$ cat config.mk
export PLATFORM = sky130hd
export DESIGN_NAME = pc_sequencer
export DESIGN_NICKNAME = d
export VERILOG_FILES = /design/src/rtl/pc_seq_pkg.sv /design/src/rtl/pc_cond_eval.sv /design/src/rtl/pc_sequencer.sv
export SDC_FILE = /design/constraint.sdc
export NUM_CORES = 1
export LEC_CHECK = 0
export CELL_PAD_IN_SITES_DETAIL_PLACEMENT = 0
export CELL_PAD_IN_SITES_GLOBAL_PLACEMENT = 1
export CORE_MARGIN = 5
export CORE_UTILIZATION = 45
export DETAILED_ROUTE_END_ITERATION = 12
export MAX_ROUTING_LAYER = met4
export PLACE_DENSITY_LB_ADDON = 0.2
export SLEW_MARGIN = 20
export SYNTH_ARGS = -nofsm -noshare
export SYNTH_HDL_FRONTEND = slang
export SYNTH_HIERARCHICAL = 1
export SYNTH_SLANG_ARGS = --single-unit
$ cat constraint.sdc
create_clock -name clk -period 8.88 [get_ports clk]
set_clock_uncertainty 0.1 [all_clocks]
set_input_delay 0.888 -clock clk [delete_from_list [all_inputs] [get_ports clk]]
set_output_delay 0.888 -clock clk [all_outputs]
set_load 0.01 [all_outputs]
$ cat src/rtl/pc_seq_pkg.sv
`default_nettype none
// ============================================================================
//  Module   : pc_seq_pkg
//  Purpose  : Shared types for the fetch-stage program-counter sequencer:
//             branch kinds, ARM condition codes, NZCV flags, FSM states.
//  Revision : 1.0  initial release
// ============================================================================
package pc_seq_pkg;

    typedef enum logic [1:0] {
        BR_NONE = 2'b00,
        BR_BL   = 2'b01,
        BR_B    = 2'b10,
        BR_RET  = 2'b11
    } branch_t;

    typedef enum logic [3:0] {
        COND_EQ = 4'b0000,
        COND_NE = 4'b0001,
        COND_CS = 4'b0010,
        COND_CC = 4'b0011,
        COND_MI = 4'b0100,
        COND_PL = 4'b0101,
        COND_VS = 4'b0110,
        COND_VC = 4'b0111,
        COND_HI = 4'b1000,
        COND_LS = 4'b1001,
        COND_GE = 4'b1010,
        COND_LT = 4'b1011,
        COND_GT = 4'b1100,
        COND_LE = 4'b1101,
        COND_AL = 4'b1110,
        COND_NV = 4'b1111
    } cond_t;

    // Bit order matches the ALU flag bus {N,Z,C,V}
    typedef struct packed {
        logic n;
        logic z;
        logic c;
        logic v;
    } flags_t;

    typedef enum logic [1:0] {
        ST_IDLE   = 2'b00,
        ST_RUN    = 2'b01,
        ST_HALTED = 2'b10
    } seq_state_t;

endpackage : pc_seq_pkg
`default_nettype wire

$ cat src/rtl/pc_cond_eval.sv
`default_nettype none
// ============================================================================
//  Module   : pc_cond_eval
//  Purpose  : Combinational ARM condition-code check against NZCV flags.
//  Revision : 1.0  initial release
// ============================================================================
module pc_cond_eval
    import pc_seq_pkg::*;
(
    input  logic [3:0] cond,
    input  flags_t     flags,
    output logic       cond_ex
);

    // Decode the condition field; the all-ones encoding never executes
    always_comb begin
        cond_ex = 1'b0;
        case (cond_t'(cond))
            COND_EQ: cond_ex = flags.z;
            COND_NE: cond_ex = !flags.z;
            COND_CS: cond_ex = flags.c;
            COND_CC: cond_ex = !flags.c;
            COND_MI: cond_ex = flags.n;
            COND_PL: cond_ex = !flags.n;
            COND_VS: cond_ex = flags.v;
            COND_VC: cond_ex = !flags.v;
            COND_HI: cond_ex = flags.c && !flags.z;
            COND_LS: cond_ex = !flags.c || flags.z;
            COND_GE: cond_ex = (flags.n == flags.v);
            COND_LT: cond_ex = (flags.n != flags.v);
            COND_GT: cond_ex = !flags.z && (flags.n == flags.v);
            COND_LE: cond_ex = flags.z || (flags.n != flags.v);
            COND_AL: cond_ex = 1'b1;
            default: cond_ex = 1'b0;
        endcase
    end

endmodule : pc_cond_eval
`default_nettype wire

$ cat src/rtl/pc_sequencer.sv
`default_nettype none
// ============================================================================
//  Module   : pc_sequencer
//  Purpose  : Fetch-stage program counter with NZCV flags, conditional
//             branch / branch-with-link / return via a circular return-address
//             stack, start/stall/halt sequencing and priority redirect.
//  Revision : 1.0  initial release
// ============================================================================
module pc_sequencer
    import pc_seq_pkg::*;
#(
    parameter int               XLEN         = 32,
    parameter int               IMM_W        = 24,
    parameter int               IMM_SHIFT    = 0,
    parameter logic [XLEN-1:0]  RESET_VECTOR = '0,
    parameter int               RAS_DEPTH    = 4
)(
    input  logic              clk,
    input  logic              reset,
    input  logic              start,
    input  logic              stall,
    input  logic              redirect,
    input  logic [XLEN-1:0]   redirect_pc,
    input  logic              halt_req,
    input  logic              FlagsWrite,
    input  logic [3:0]        ALUFlags,
    input  logic [1:0]        Branch,
    input  logic [3:0]        Cond,
    input  logic [IMM_W-1:0]  Imm,
    output logic [XLEN-1:0]   pc,
    output logic              pc_valid,
    output logic              link_we,
    output logic [XLEN-1:0]   link_addr,
    output logic              halted,
    output logic              ras_empty,
    output logic              ras_err
);

    localparam int PW = $clog2(RAS_DEPTH);
    localparam logic [PW-1:0] PTR_ONE = PW'(1);
    localparam logic [PW:0]   CNT_ONE = (PW+1)'(1);
    localparam logic [PW:0]   CNT_MAX = (PW+1)'(RAS_DEPTH);

    seq_state_t        state, state_nxt;
    logic [XLEN-1:0]   pc_nxt;
    flags_t            flags;
    branch_t           br;
    logic              cond_ex;
    logic              active;
    logic              taken;
    logic              push;
    logic              pop_req;
    logic              pop;
    logic              ras_full;
    logic [XLEN-1:0]   pc_plus4;
    logic [XLEN-1:0]   imm_ext;
    logic [XLEN-1:0]   br_target;
    logic [XLEN-1:0]   ras_mem [RAS_DEPTH];
    logic [PW-1:0]     ras_wp;
    logic [PW-1:0]     ras_rp;
    logic [PW:0]       ras_cnt;

    pc_cond_eval u_cond (
        .cond    (Cond),
        .flags   (flags),
        .cond_ex (cond_ex)
    );

    // Branch decision and datapath helpers; flags are the registered copy only
    always_comb begin
        br        = branch_t'(Branch);
        active    = (state == ST_RUN) && !stall && !redirect && !halt_req;
        taken     = active && (br != BR_NONE) && cond_ex;
        push      = taken && (br == BR_BL);
        pop_req   = taken && (br == BR_RET);
        pop       = pop_req && !ras_empty;
        pc_plus4  = pc + XLEN'(4);
        imm_ext   = XLEN'($signed(Imm));
        br_target = pc + (imm_ext << IMM_SHIFT);
        ras_rp    = ras_wp - PTR_ONE;
        ras_full  = (ras_cnt == CNT_MAX);
        ras_empty = (ras_cnt == '0);
        link_we   = push;
        link_addr = pc_plus4;
        pc_valid  = (state == ST_RUN) && !stall;
        halted    = (state == ST_HALTED);
    end

    // Next state / next PC: redirect > stall > halt_req > taken branch > pc+4
    always_comb begin
        state_nxt = state;
        pc_nxt    = pc;
        if (redirect) begin
            pc_nxt = redirect_pc;
            if (state == ST_HALTED) begin
                state_nxt = ST_RUN;
            end
        end else if (!stall) begin
            case (state)
                ST_IDLE: begin
                    if (start) begin
                        state_nxt = ST_RUN;
                    end
                end
                ST_RUN: begin
                    if (halt_req) begin
                        state_nxt = ST_HALTED;
                    end else if (taken && (br != BR_RET)) begin
                        pc_nxt = br_target;
                    end else if (pop) begin
                        pc_nxt = ras_mem[ras_rp];
                    end else begin
                        pc_nxt = pc_plus4;
                    end
                end
                ST_HALTED: begin
                    state_nxt = ST_HALTED;
                end
                default: begin
                    state_nxt = ST_IDLE;
                end
            endcase
        end
    end

    // PC and FSM state registers
    always_ff @(posedge clk or negedge reset) begin
        if (!reset) begin
            state <= ST_IDLE;
            pc    <= RESET_VECTOR;
        end else begin
            state <= state_nxt;
            pc    <= pc_nxt;
        end
    end

    // Flags register: written in any state unless stalled
    always_ff @(posedge clk or negedge reset) begin
        if (!reset) begin
            flags <= '0;
        end else if (FlagsWrite && !stall) begin
            flags <= flags_t'(ALUFlags);
        end
    end

    // RAS pointers: a push onto a full stack overwrites the oldest entry
    always_ff @(posedge clk or negedge reset) begin
        if (!reset) begin
            ras_wp  <= '0;
            ras_cnt <= '0;
            ras_err <= 1'b0;
        end else begin
            if (push) begin
                ras_wp <= ras_wp + PTR_ONE;
                if (!ras_full) begin
                    ras_cnt <= ras_cnt + CNT_ONE;
                end else begin
                    ras_err <= 1'b1;
                end
            end else if (pop) begin
                ras_wp  <= ras_rp;
                ras_cnt <= ras_cnt - CNT_ONE;
            end else if (pop_req) begin
                ras_err <= 1'b1;
            end
        end
    end

    // RAS storage: contents are only meaningful under the count, so no reset
    always_ff @(posedge clk) begin
        if (push) begin
            ras_mem[ras_wp] <= pc_plus4;
        end
    end

endmodule : pc_sequencer
`default_nettype wire
==> results_dict.tcl <==
set metrics [dict create \
    outcome "finished, final reports clean" \
    yosysTopAreaCellShare_pct 38.6 \
    use_met3_pct 3.32 \
    ios 142 \
    finalWeightedCongestion 0.879 \
    synth_edf_count 128 \
    synth.most_common_cell "edfxtp_1" \
    share_comb_of_total_power_pct 36.3 \
    clk_path_buf_depth 2 \
    rsz0062_at_grt "false" \
    cts_tree "done" \
    cts_setup_buffers 0 \
    dr.pass1.iters 7 \
    startpoint_type "input port" \
    p_leak_nw 4.42 \
    vias 7644 \
    min_path_type "flip-flop to flip-flop" \
    drive_gt1_share_pct 9.31 \
    ys_top_cells_by_count "edfxtp_1, nand2_1, a21oi_1" \
    layout_min_cycle_time_ns 4.59 \
    worst_ep_arrival_time_ns 3.60 \
    cts_hold_buf 0 \
    finalWirelength_um 28700 \
    max_cap_violations 0 \
    dp_hpwl_um 20400 \
    p_per_area_mw_per_mm2 223 \
    routedWlPerCell_um 22.1 \
    path_clk_slew_ns 0.07 \
    path_cells "clkdlybuf4s50_1, or2b_1, o31ai_1, a211o_1, a211o_1, and3_1, nand2_1, inv_1, clkdlybuf4s50_1" \
    ys_seq_area_share_pct 49.7 \
    clock_power_share_pct 26.5 \
    drt-initial-drc-count 694 \
    clk_latency_ns 0.43 \
    dieArea_mm2 0.0252 \
    gr-usage-met2_pct 33.4 \
    hold_viol 0 \
    fmax_mhz 218 \
    first_global_vias 7320 \
    avgSynthCellArea_um2 11.2 \
    maxSlewViolCount 0 \
    grt_usage_pct 22.9 \
    slowest_delay_ns 0.63 \
    end_kind "output port" \
    busiest_layer "met1" \
    crit_buf_inv 3 \
    num_rows 54 \
    syn_to_final_growth_pct 21.8 \
    grt_max_degree 69 \
    grt_pass1_wl_um 43700 \
    place_ws_ns 4.31 \
    path_class "input port to output port" \
    critPathMaxFanout 10 \
    power.switching_uw 928 \
    die_h_um 159 \
    internal_power_mw 1.77 \
    worst_pin_slew_ns 0.871 \
    worstSetupStartpoint "Cond[2]" \
    p_seq_share_pct 37.3 \
    async_flop_share_pct 25.6 \
    synth_fp_nets 1001 \
    synth_ff_type "edfxtp_1" \
    n_antenna_cell 0 \
    synth_area_mm2 0.00996 \
    start_util_pct 45.6 \
    setup_viol 0 \
    worstHoldStart "ras_err" \
    die_x_um 159 \
    synth_cells 887 \
    min_period_over_period_pct 51.7 \
    antenna_found_initial 0 \
    nets 1121 \
    grt_use_met1_pct 34.1 \
    cts_buffers 17 \
    drc_errors 0 \
    reg2reg_from "ras_wp[0]" \
    finalPower_mw 2.70 \
    clock_sinks 172 \
    cts_root_buf "clkbuf_16" \
    drtAntennaViolNets 0 \
    fin_setup_tns_ns 0 \
    synth_seq_cells 172 \
    grt_overflow 0 \
    synth_top_cells_by_area "edfxtp_1, dfrtp_1, mux4_2" \
    cpMaxStageDelayCell "clkdlybuf4s50_1" \
    required_ns 7.89 \
    viasPerCell 5.88 \
    synth-warning-count 6 \
    crit_family "buffers and inverters" \
    switching_share_pct 34.3 \
    htreeDepth 4 \
    post_cts_resized 0 \
    setup_slack_ns 4.29 \
    portBuffers 141 \
    nFillCells 1874 \
    synth.distinct_cells 71 \
    core-area_mm2 0.0218 \
    slew_headroom_pct 41.6 \
    yosysTopAreaCell "edfxtp_1" \
    ir_worst_vdd_uv 153 \
]
[power groups by stage]
| stage | Clock (mW) | Sequential [mW] | Combinational (mW) |
|---|---|---|---|
| floorplan | 0 | 1.01 | 0.627 |
| global placement | 0 | 1.02 | 0.970 |
| detailed placement | 0 | 1.02 | 0.973 |
| CTS | 0.724 | 1.01 | 0.982 |
| global route | 0.758 | 1.02 | 1.06 |
| finish | 0.716 | 1.01 | 0.980 |
[path summary, 6_finish.rpt]
| check | end | slack [ns] | cells after the start |
|---|---|---|---|
| worst min-delay path | ras_err | 0.40 | 1 |
| worst max register to register | pc[26] | 5.23 | 8 |
| worst max-delay path | link_we | 4.29 | 9 |
| worst min register to register | ras_err | 0.40 | 1 |
| max in group asynchronous | pc[2] | 7.76 | 2 |
| min in group asynchronous | pc[0] | 0.44 | 2 |
[cell families after synthesis]
family                     after synthesis  share of synthesized area, %
xor gates and xnor gates                53                          4.74
AOI/OAI and AO/OA                      224                          14.5
muxes                                   54                          9.60
DFF                                    172                          49.7
adders and majority gates               41                          5.30
buffers and inverters                   70                          3.04
and+or+nand+nor                        273                          13.1
[layer usage]
layer	part of all wire (%)	wire length, µm
met3	6.4	1830
met1	47	13600
met5	0	0
met4	1.0	286
met2	45	13000
[state kept, by name (all words and copies together), names as in the netlist]
signal,cells
ras_err,1
ras_cnt,3
ras_mem,128
pc,32
flags,4
state,2
ras_wp,2
[placed cells by master, fill, tap and decap left out, types with 4 or more instances in the layout]
master | synthesis | layout
a31oi_1 | 14 | 14
and2_1 | 9 | 9
edfxtp_1 | 128 | 128
nor3_1 | 14 | 14
buf_4 | 4 | 11
o21bai_1 | 8 | 8
nor2b_1 | 4 | 4
dfrtp_1 | 44 | 43
a21o_1 | 8 | 8
nand2b_1 | 4 | 4
nand2_1 | 100 | 100
o21a_1 | 6 | 6
mux4_2 | 32 | 32
a211o_1 | 5 | 5
clkdlybuf4s50_1 | 0 | 139
nand4_1 | 15 | 15
xnor2_1 | 25 | 25
o211ai_1 | 10 | 10
inv_1 | 19 | 19
inv_6 | 0 | 4
mux2i_1 | 13 | 13
mux2_2 | 8 | 8
o21ai_0 | 43 | 43
ha_1 | 39 | 39
a21oi_1 | 65 | 65
a211oi_1 | 14 | 14
clkbuf_16 | 0 | 17
a221oi_1 | 8 | 8
a22oi_1 | 6 | 6
nand3_1 | 23 | 23
and4_1 | 4 | 4
o221ai_1 | 5 | 5
or3_1 | 6 | 6
xor2_1 | 27 | 27
clkinv_4 | 0 | 4
and3_1 | 16 | 16
nor2_1 | 60 | 59
[final cells by class]
class                   instances  area, µm²  share of cell area (%)
well taps                     280        350                    2.89
multi-input cells             645       4710                    38.8
repair buffers                152       1480                    12.2
clock buffers                  18        429                    3.54
flip-flops and latches        172       4950                    40.8
inverters                      19       71.3                   0.588
clock inverters                14        135                    1.11
[stage by stage]
step / util (%) / instance area [µm²] / hold slack [ns] / cells
after floorplan: - / 9960 / 0.393 / 887
after global placement: 53.0 / 11600 / 0.353 / 1268
after detailed placement: 53.0 / 11600 / 0.393 / 1268
after CTS: 55.6 / 12100 / 0.411 / 1300
after global routing: 55.6 / 12100 / 0.424 / 1300
final: 55.6 / 12100 / 0.400 / 1300
(Power assumes the default switching activity.)
